`src/rtl/deserializer.sv`:
```
// Serial-to-parallel receiver: LSB-first bit stream framed by serial_valid,
// one-entry holding register with valid/ready handshake, overrun and frame-error pulses.
module deserializer #(
    parameter int DATA_WIDTH   = 8,
    parameter int COUNTER_SIZE = $clog2(DATA_WIDTH) + 1
) (
    input  logic                  clock,
    input  logic                  reset,
    input  logic                  serial_in,
    input  logic                  serial_valid,
    output logic [DATA_WIDTH-1:0] data_out,
    output logic                  data_out_valid,
    input  logic                  data_out_ready,
    output logic                  busy,
    output logic                  overrun,
    output logic                  frame_error
);

    typedef enum logic {IDLE, SHIFT} state_t;

    state_t                  r_state;
    logic [COUNTER_SIZE-1:0] r_count;
    logic [DATA_WIDTH-1:0]   r_shift;
    logic [DATA_WIDTH-1:0]   r_data;
    logic                    r_valid;
    logic                    r_busy;
    logic                    r_overrun;
    logic                    r_frame_error;

    logic                    w_last_bit;
    logic                    w_complete;
    logic [DATA_WIDTH-1:0]   w_word;

    assign w_last_bit = (r_count == COUNTER_SIZE'(DATA_WIDTH - 1));
    assign w_complete = (r_state == SHIFT) && serial_valid && w_last_bit;
    // Bits enter at the MSB and move right, so the final bit lands at the top.
    assign w_word     = {serial_in, r_shift[DATA_WIDTH-1:1]};

    always_ff @(posedge clock) begin
        if (reset) begin
            r_state       <= IDLE;
            r_count       <= '0;
            r_shift       <= '0;
            r_data        <= '0;
            r_valid       <= 1'b0;
            r_busy        <= 1'b0;
            r_overrun     <= 1'b0;
            r_frame_error <= 1'b0;
        end else begin
            r_overrun     <= 1'b0;
            r_frame_error <= 1'b0;

            if (r_valid && data_out_ready)
                r_valid <= 1'b0;

            case (r_state)
                IDLE: begin
                    if (serial_valid) begin
                        r_shift <= {serial_in, {(DATA_WIDTH-1){1'b0}}};
                        r_count <= COUNTER_SIZE'(1);
                        r_state <= SHIFT;
                        r_busy  <= 1'b1;
                    end
                end
                SHIFT: begin
                    if (!serial_valid) begin
                        r_frame_error <= 1'b1;
                        r_count       <= '0;
                        r_state       <= IDLE;
                        r_busy        <= 1'b0;
                    end else if (w_last_bit) begin
                        r_count <= '0;
                        r_state <= IDLE;
                        r_busy  <= 1'b0;
                    end else begin
                        r_shift <= w_word;
                        r_count <= r_count + COUNTER_SIZE'(1);
                    end
                end
                default: begin
                    r_state <= IDLE;
                    r_count <= '0;
                    r_busy  <= 1'b0;
                end
            endcase

            // A same-edge accept frees the holding register for the new word.
            if (w_complete) begin
                if (!r_valid || data_out_ready) begin
                    r_data  <= w_word;
                    r_valid <= 1'b1;
                end else begin
                    r_overrun <= 1'b1;
                end
            end
        end
    end

    assign data_out       = r_data;
    assign data_out_valid = r_valid;
    assign busy           = r_busy;
    assign overrun        = r_overrun;
    assign frame_error    = r_frame_error;

endmodule

```
`config.mk`:
```
export PLATFORM = sky130hd
export DESIGN_NAME = deserializer
export DESIGN_NICKNAME = d
export VERILOG_FILES = /design/src/rtl/deserializer.sv
export SDC_FILE = /design/constraint.sdc
export NUM_CORES = 1
export LEC_CHECK = 0
export BUFFER_PORTS_ARGS = -buffer_cell sky130_fd_sc_hd__buf_2
export CAP_MARGIN = 20
export CORE_MARGIN = 2
export CORE_UTILIZATION = 55
export DETAILED_ROUTE_END_ITERATION = 12
export PLACE_DENSITY = 0.78
export SETUP_SLACK_MARGIN = 0.2
export SLEW_MARGIN = 20
export SYNTH_ARGS = -nofsm -noshare
export SYNTH_HDL_FRONTEND = slang
export SYNTH_SLANG_ARGS = --single-unit
```
`constraint.sdc`:
```
create_clock -name clock -period 2.9 [get_ports clock]
set_input_delay 0.58 -clock clock [delete_from_list [all_inputs] [get_ports clock]]
set_output_delay 0.58 -clock clock [all_outputs]
set_load 0.01 [all_outputs]
```
## Word-level counts from Yosys, hierarchy flattened

Index checks and enable logic that the tools add are counted.

| word-level totals | value |
|---|---|
| flip-flop bits (word level) | 25 |
| input port bits | 5 |
| word-level logic and storage cells | 47 |
| output and inout port bits | 12 |

| cells by class | value |
|---|---|
| $add $sub $neg | 1 |
| reduce and logical (&&, ||, !) cells | 10 |
| bitwise gates (word level) | 2 |
| equality and inequality tests | 5 |
| muxes and demuxes | 21 |

Operators by type and width:

| operator | number |
|---|---|
| 8-bit two-way mux | 3 |
| 8-bit one-hot mux with 2 select lines | 1 |
| 4-bit two-way mux | 3 |
| 1-bit two-way mux | 11 |
| 4-bit one-hot mux with 2 select lines | 1 |
| 2-bit != test (second input constant) | 3 |
| 4-bit by 1-bit adder with 4-bit output (second input constant) | 1 |
| 4-bit by 3-bit equality test with 1-bit output (second input constant) | 1 |
| 1-bit one-hot mux with 2 select lines | 2 |
| 2-bit AND reduction | 2 |
| 2-bit OR reduction | 2 |
| 1-bit logical AND | 3 |
| 3-bit by 2-bit != test with 1-bit output (second input constant) | 1 |
| 3-bit AND reduction | 1 |
| 1-bit NOT | 2 |
| 1-bit logical NOT | 1 |
| 1-bit logical OR | 1 |

## Depth between registers and ports, before layout

Gate-level depths: netlist (run 1).

| logic depth | value |
|---|---|
| word-level depth | 4 |
| gate-level depth with buffers | 5 |
| depth with buffers taken out | 4 |

## Least setup slack after synthesis (run 1)

Ideal clock, no wire load.

| timing | value |
|---|---|
| path type | input to register |
| start | in serial_valid |
| end | reg r_count[3] |
| stages | 4 |
| path slack | 1449 ps |
| data required time | 2826 ps |
| library setup time | 74 ps |
| arrival | 1377 ps |
| cell sequence | and2_1 > buf_4 > or4b_1 > a31oi_1 |

| on the way | value |
|---|---|
| longest elaborated chain between the ends | 2 |
| elaborated cells on any way between the ends | 3 |

RTL lines:

| element | line | RTL |
|---|---|---|
| start, declared | 10 | `input logic serial_valid,` |
| 4-bit two-way mux | 66 | `if (!serial_valid) begin` |
| 4-bit one-hot mux with 2 select lines | 56 | `case (r_state)` |
| end signal, assigned | 77 | `r_count <= r_count + COUNTER_SIZE'(1);` |
| end, declared | 22 | `logic [COUNTER_SIZE-1:0] r_count;` |

Parallel ways exist; a longest one is shown, timed or not.
A chain may end at the register's enable or synchronous reset.

## Worst setup path in the final report (run 1)

| timing | value |
|---|---|
| start | reg r_count[0] |
| end | reg r_shift[7] |

| on the way | value |
|---|---|
| longest elaborated chain between the ends | 3 |

RTL lines:

| element | line | RTL |
|---|---|---|
| 4-bit by 3-bit equality test with 1-bit output | 34 | `assign w_last_bit = (r_count == COUNTER_SIZE'(DATA_WIDTH - 1));` |
| 2-bit != test (no source line) | -- |  |
| 3-bit AND reduction (no source line) | -- |  |
| end signal, assigned | 59 | `r_shift <= {serial_in, {(DATA_WIDTH-1){1'b0}}};` |
| end signal, assigned | 76 | `r_shift <= w_word;` |
| end, declared | 23 | `logic [DATA_WIDTH-1:0] r_shift;` |

Every way passes these cells.

==> results of run 1 <==
-- worst paths after layout --
check                   start  cells after the start  slack, ps     endpoint
setup / recovery   r_count[0]                      4       1370   r_shift[7]
hold / removal    data_out[0]                      2        480  data_out[0]
setup reg to reg   r_count[0]                      4       1370   r_shift[7]
hold reg to reg   data_out[0]                      2        480  data_out[0]
-- where the power goes --
group          leakage [nW]  internal, mW  switching (mW)  total, mW
logic                 0.248        0.0125          0.0148     0.0273
registers             0.194         0.334         0.00376      0.338
clock network        0.0210        0.0768          0.0962      0.173
-- cell families (layout without fill, tap and decap cells) --
kind of cell	Yosys count	in the layout	share of synthesized area [%]
buffers and inverters	4	20	2.03
adders and majority gates	1	1	1.35
and+or+nand+nor	37	37	24.5
AOI/OAI and AO/OA	15	15	10.5
muxes	9	9	9.73
DFF	24	24	51.9
-- routing by layer --
metal  GRT usage, %  wire length (µm)  vias up
met5              0                 0        -
met2           27.7               713       18
met1           22.0               720      310
li1               -                 -      353
met3           4.80                75        5
met4           10.6                39        0
-- critical path, cell delays in order (launching register included) --
cell	delay (ps)
dfxtp_1	360
ha_1	260
and3b_1	260
a21boi_2	380
mux2i_1	220
-- cell usage after synthesis --
master / n / area (µm²)
nand2b_1: 17 / 106
nand3_1: 3 / 15.0
nand3b_1: 2 / 15.0
clkbuf_1: 3 / 11.3
ha_1: 1 / 12.5
nand2_1: 3 / 11.3
nor3b_1: 1 / 7.51
o21a_1: 1 / 7.51
a22oi_1: 1 / 7.51
or4b_1: 1 / 10.0
and2_1: 1 / 6.26
dfxtp_1: 24 / 480
nor2_1: 3 / 11.3
nand3_2: 1 / 10.0
a21oi_1: 3 / 15.0
o21bai_1: 1 / 7.51
o22ai_1: 6 / 37.5
nor2b_1: 1 / 6.26
buf_4: 1 / 7.51
nor3_1: 2 / 10.0
a21boi_2: 1 / 11.3
a31oi_1: 1 / 6.26
mux2i_1: 9 / 90.1
o21ai_0: 1 / 5.00
and3b_1: 2 / 17.5
-- registers in the layout, indices dropped and copies added, names as in the netlist --
signal	flops
r_state	1
r_count	4
data_out	8
busy	1
frame_error	1
r_shift	7
data_out_valid	1
overrun	1
-- area by class of cell --
cell class                 count  area (µm²)  share of cell area (%)
sequential                    24         480                    46.0
tap                           16        20.0                    1.92
clock buffer                   4        36.3                    3.48
multi-input combinational     62         427                    40.9
timing repair buffer          16        80.1                    7.67
-- per-stage QoR --
| step | instance area, µm² | utilization (%) |
|---|---|---|
| floorplan | 926 | - |
| CTS | 1040 | 67.7 |
| global placement | 1010 | 65.3 |
| detailed placement | 1010 | 65.3 |
| finish | 1040 | 67.7 |
| global route | 1040 | 67.7 |
-- cell usage in the layout, fill, tap and decap left out, drive strengths merged --
| cell | count |
|---|---|
| nor3b | 1 |
| nand2 | 3 |
| nand2b | 17 |
| a21oi | 3 |
| o22ai | 6 |
| o21bai | 1 |
| nor2b | 1 |
| nor3 | 2 |
| and2 | 1 |
| dfxtp | 24 |
| a21boi | 1 |
| clkbuf | 4 |
| mux2i | 9 |
| and3b | 2 |
| nand3 | 4 |
| nor2 | 3 |
| a31oi | 1 |
| o21a | 1 |
| o21ai | 1 |
| buf | 16 |
| nand3b | 2 |
| ha | 1 |
| a22oi | 1 |
| or4b | 1 |
==> run metrics, run 1 <==
outcome completed; Design Power 0.538 mW; CP Launch Type flip-flop; Clock Sinks 24; Gate Count Post-Synth 90; Nets 113; Synthesized Nets 96; Die W 45.0 µm; Crit Path Max Fanout 8; setup ws final 1370 ps; ant diodes 0; Fillers 142; critical path arrival 1790 ps; placed insts 118; CP Class flip-flop to flip-flop; Routed wire per std cell 12.7 µm; Hold-fix buffers, CTS 0; register area share after synthesis 51.9%; Post-Syn Area 926 µm²; postcts setup bufs 0; Reg clk slew, reported paths 130 ps; Longest Clk Path Bufs 2; Cell Pwr Density 516 nW/µm²; fin crit period 1530 ps; Least-Margin Pin Slew 408 ps; Seq cells post-synth 24; Avg Synthesized Cell Area 10.3 µm²; Synth Warn # 0; core area 1540 µm²; WHS 480 ps; share of cells above drive strength 1 20.8%; number of global-route vias before repair 573; Clock Latency Late Sink 310 ps; post-cts sizing count 0; DP HPWL 1.03 mm; max_slew headroom 72.6%; number of H-tree levels 1; io pins 17; Area growth syn-to-layout 12.7%; fin crit share 52.7%; FP Rows 14; Final ANT Viol Nets 0; largest net degree at the start of global routing 26; max_cap viols 0; Buffers on Ports 16; die extent in y 45.0 µm; Fmax achieved 0.654 GHz; Post-Layout Cell Count 122; Place WS 1210 ps; via count 686; Initial Util 60.1%; crit path capture type flip-flop; final WL 1.55 mm; Global Route Usage Sum 17.8%; first-pass GRT wire length 2.53 mm; leakage 0.463 nW; drt via density 5.62; Distinct cells, synth 25; HP Class flip-flop to flip-flop; Remaining DRCs 0; grt ovf 0; Die ar. 2030 µm²; Placer Congestion 0.738; worst vdd ir 382 µV; antenna violations before repair 0; final hold vios 0; total negative slack 0 ps; Num CTS Buffers 3; Setup-failing EPs final 0; max-slew violations 0; unrepaired setup endpoints after global routing no; DRT Pass-1 Iters 4; CTS tree yes; root buffer cell clkbuf_4; Crit path required time 3160 ps; Final Skew 7.02 ps; initial DRC count 3
No activity file was read; power rests on OpenSTA's default activity.
==> run 2, diff against run 1 <==
--- a/config.mk
+++ b/config.mk
@@ -8,9 +8,9 @@
 export BUFFER_PORTS_ARGS = -buffer_cell sky130_fd_sc_hd__buf_2
 export CAP_MARGIN = 20
 export CORE_MARGIN = 2
-export CORE_UTILIZATION = 55
+export CORE_UTILIZATION = 47
 export DETAILED_ROUTE_END_ITERATION = 12
-export PLACE_DENSITY = 0.78
+export PLACE_DENSITY = 0.71
 export SETUP_SLACK_MARGIN = 0.2
 export SLEW_MARGIN = 20
 export SYNTH_ARGS = -nofsm -noshare
==> constraint.sdc (replaced) <==
create_clock -name clock -period 1.3 [get_ports clock]
set_input_delay 0.26 -clock clock [delete_from_list [all_inputs] [get_ports clock]]
set_output_delay 0.26 -clock clock [all_outputs]
set_load 0.01 [all_outputs]
==> run metrics, run 2 (synthesis results as in run 1) <==
outcome completed; core area 1900 µm²; CP Launch Type flip-flop; Crit Path Max Fanout 6; HP Class input port to flip-flop; Least-Margin Pin Slew 347 ps; Fmax achieved 0.775 GHz; most frequent cells in the layout 17 x nand2b_1, 17 x dfxtp_1, 16 x buf_2, 9 x mux2i_1, 8 x buf_4; max_slew headroom 76.8%; Clock Latency Late Sink 310 ps; antenna violations before repair 0; DP HPWL 1.15 mm; die extent in y 48.4 µm; initial DRC count 16; number of H-tree levels 1; unrepaired setup endpoints after global routing yes; CP Class flip-flop to flip-flop; fin crit share 99.3%; Remaining DRCs 0; Routed wire per std cell 12.2 µm; Initial Util 48.7%; Final Skew 4.58 ps; Area growth syn-to-layout 29.3%; max-slew violations 0; Buffers on Ports 16; Final ANT Viol Nets 0; crit-path cells ha_4 -> and3b_2 -> a21boi_4 -> buf_12 -> o22ai_1; Reg clk slew, reported paths 130 ps; Nets 123; FP Rows 16; total negative slack 0 ps; Num CTS Buffers 3; grt ovf 0; critical path arrival 1490 ps; worst vdd ir 678 µV; CTS tree yes; WHS 215 ps; root buffer cell clkbuf_4; Util after Layout 63.0%; Crit-path slowest cell dfxtp_2; io pins 17; DRT Pass-1 Iters 4; number of global-route vias before repair 666; Die W 48.4 µm; final WL 1.75 mm; crit-path max cell delay 360 ps; first-pass GRT wire length 2.99 mm; Multi-input gate area 464 µm²; Longest Clk Path Bufs 2; share of cells above drive strength 1 37.1%; drt via density 5.10; max_cap viols 0; largest net degree at the start of global routing 26; max reg flops 8; register area 492 µm²; Fillers 154; Die ar. 2340 µm²; final hold vios 0; Cell Pwr Density 1030 nW/µm²; Crit path required time 1500 ps; ant diodes 0; Placer Congestion 0.679; Setup-failing EPs final 0; crit path capture type flip-flop; Clock Sinks 24; via count 730; leakage 0.530 nW; fin crit period 1290 ps; Global Route Usage Sum 16.2%
## run 2: metal layers
metal | vias to the layer above | global-route usage (%) | share of wire, %
met3 | 3 | 4.01 | 3.8
met5 | - | 0 | 0
met1 | 332 | 21.9 | 50
li1 | 370 | - | -
met4 | 0 | 5.71 | 0.74
met2 | 25 | 25.2 | 45
## run 2: repair_timing
| item | CTS | global route |
|---|---|---|
| setup buffers | 3 | 5 |
| pin swaps | 4 | 1 |
| hold buffers | 0 | 0 |
| gates resized for setup | 3 | 4 |
| setup endpoints to repair | 22 | 26 |
## run 2: layout make-up
cell class                 count  area share, %
timing repair buffer          26           14.3
sequential                    24           41.1
multi-input combinational     62           38.8
clock buffer                   4           3.03
tap                           27           2.82
## run 2: worst max-delay path: cells and delay by family (launching register included)
family	cells	cell delay, ps
flip-flops	1	360
AO/OA/AOI/OAI	2	260
AND/OR/NAND/NOR	1	250
adder cells (fa/ha/maj)	1	170
buffers and inverters	1	140
## run 2: final timing paths
check / endpoint / depth (start not counted) / start / slack, ps
max reg2reg: r_shift[3] / 5 / r_count[1] / 9
max: r_shift[3] / 5 / r_count[1] / 9
min: frame_error / 2 / serial_valid / 220
min reg2reg: data_out[1] / 2 / data_out[1] / 480
## run 2: where the power goes
part           switching (mW)  internal [mW]
Combinational          0.0422         0.0508
Sequential            0.00768          0.746
Clock                   0.216          0.171
Total                   0.265          0.968
## run 2: per-stage QoR
step | setup WS, ps | instances | power [mW] | area (µm²)
after floorplan | 65.9 | 90 | 0.818 | 976
after global placement | 24.4 | 131 | 0.837 | 1070
after detailed placement | -3.17 | 131 | 0.839 | 1070
after CTS | 26.4 | 138 | 1.23 | 1140
after global routing | -65.1 | 143 | 1.29 | 1200
final | 9.07 | 143 | 1.23 | 1200
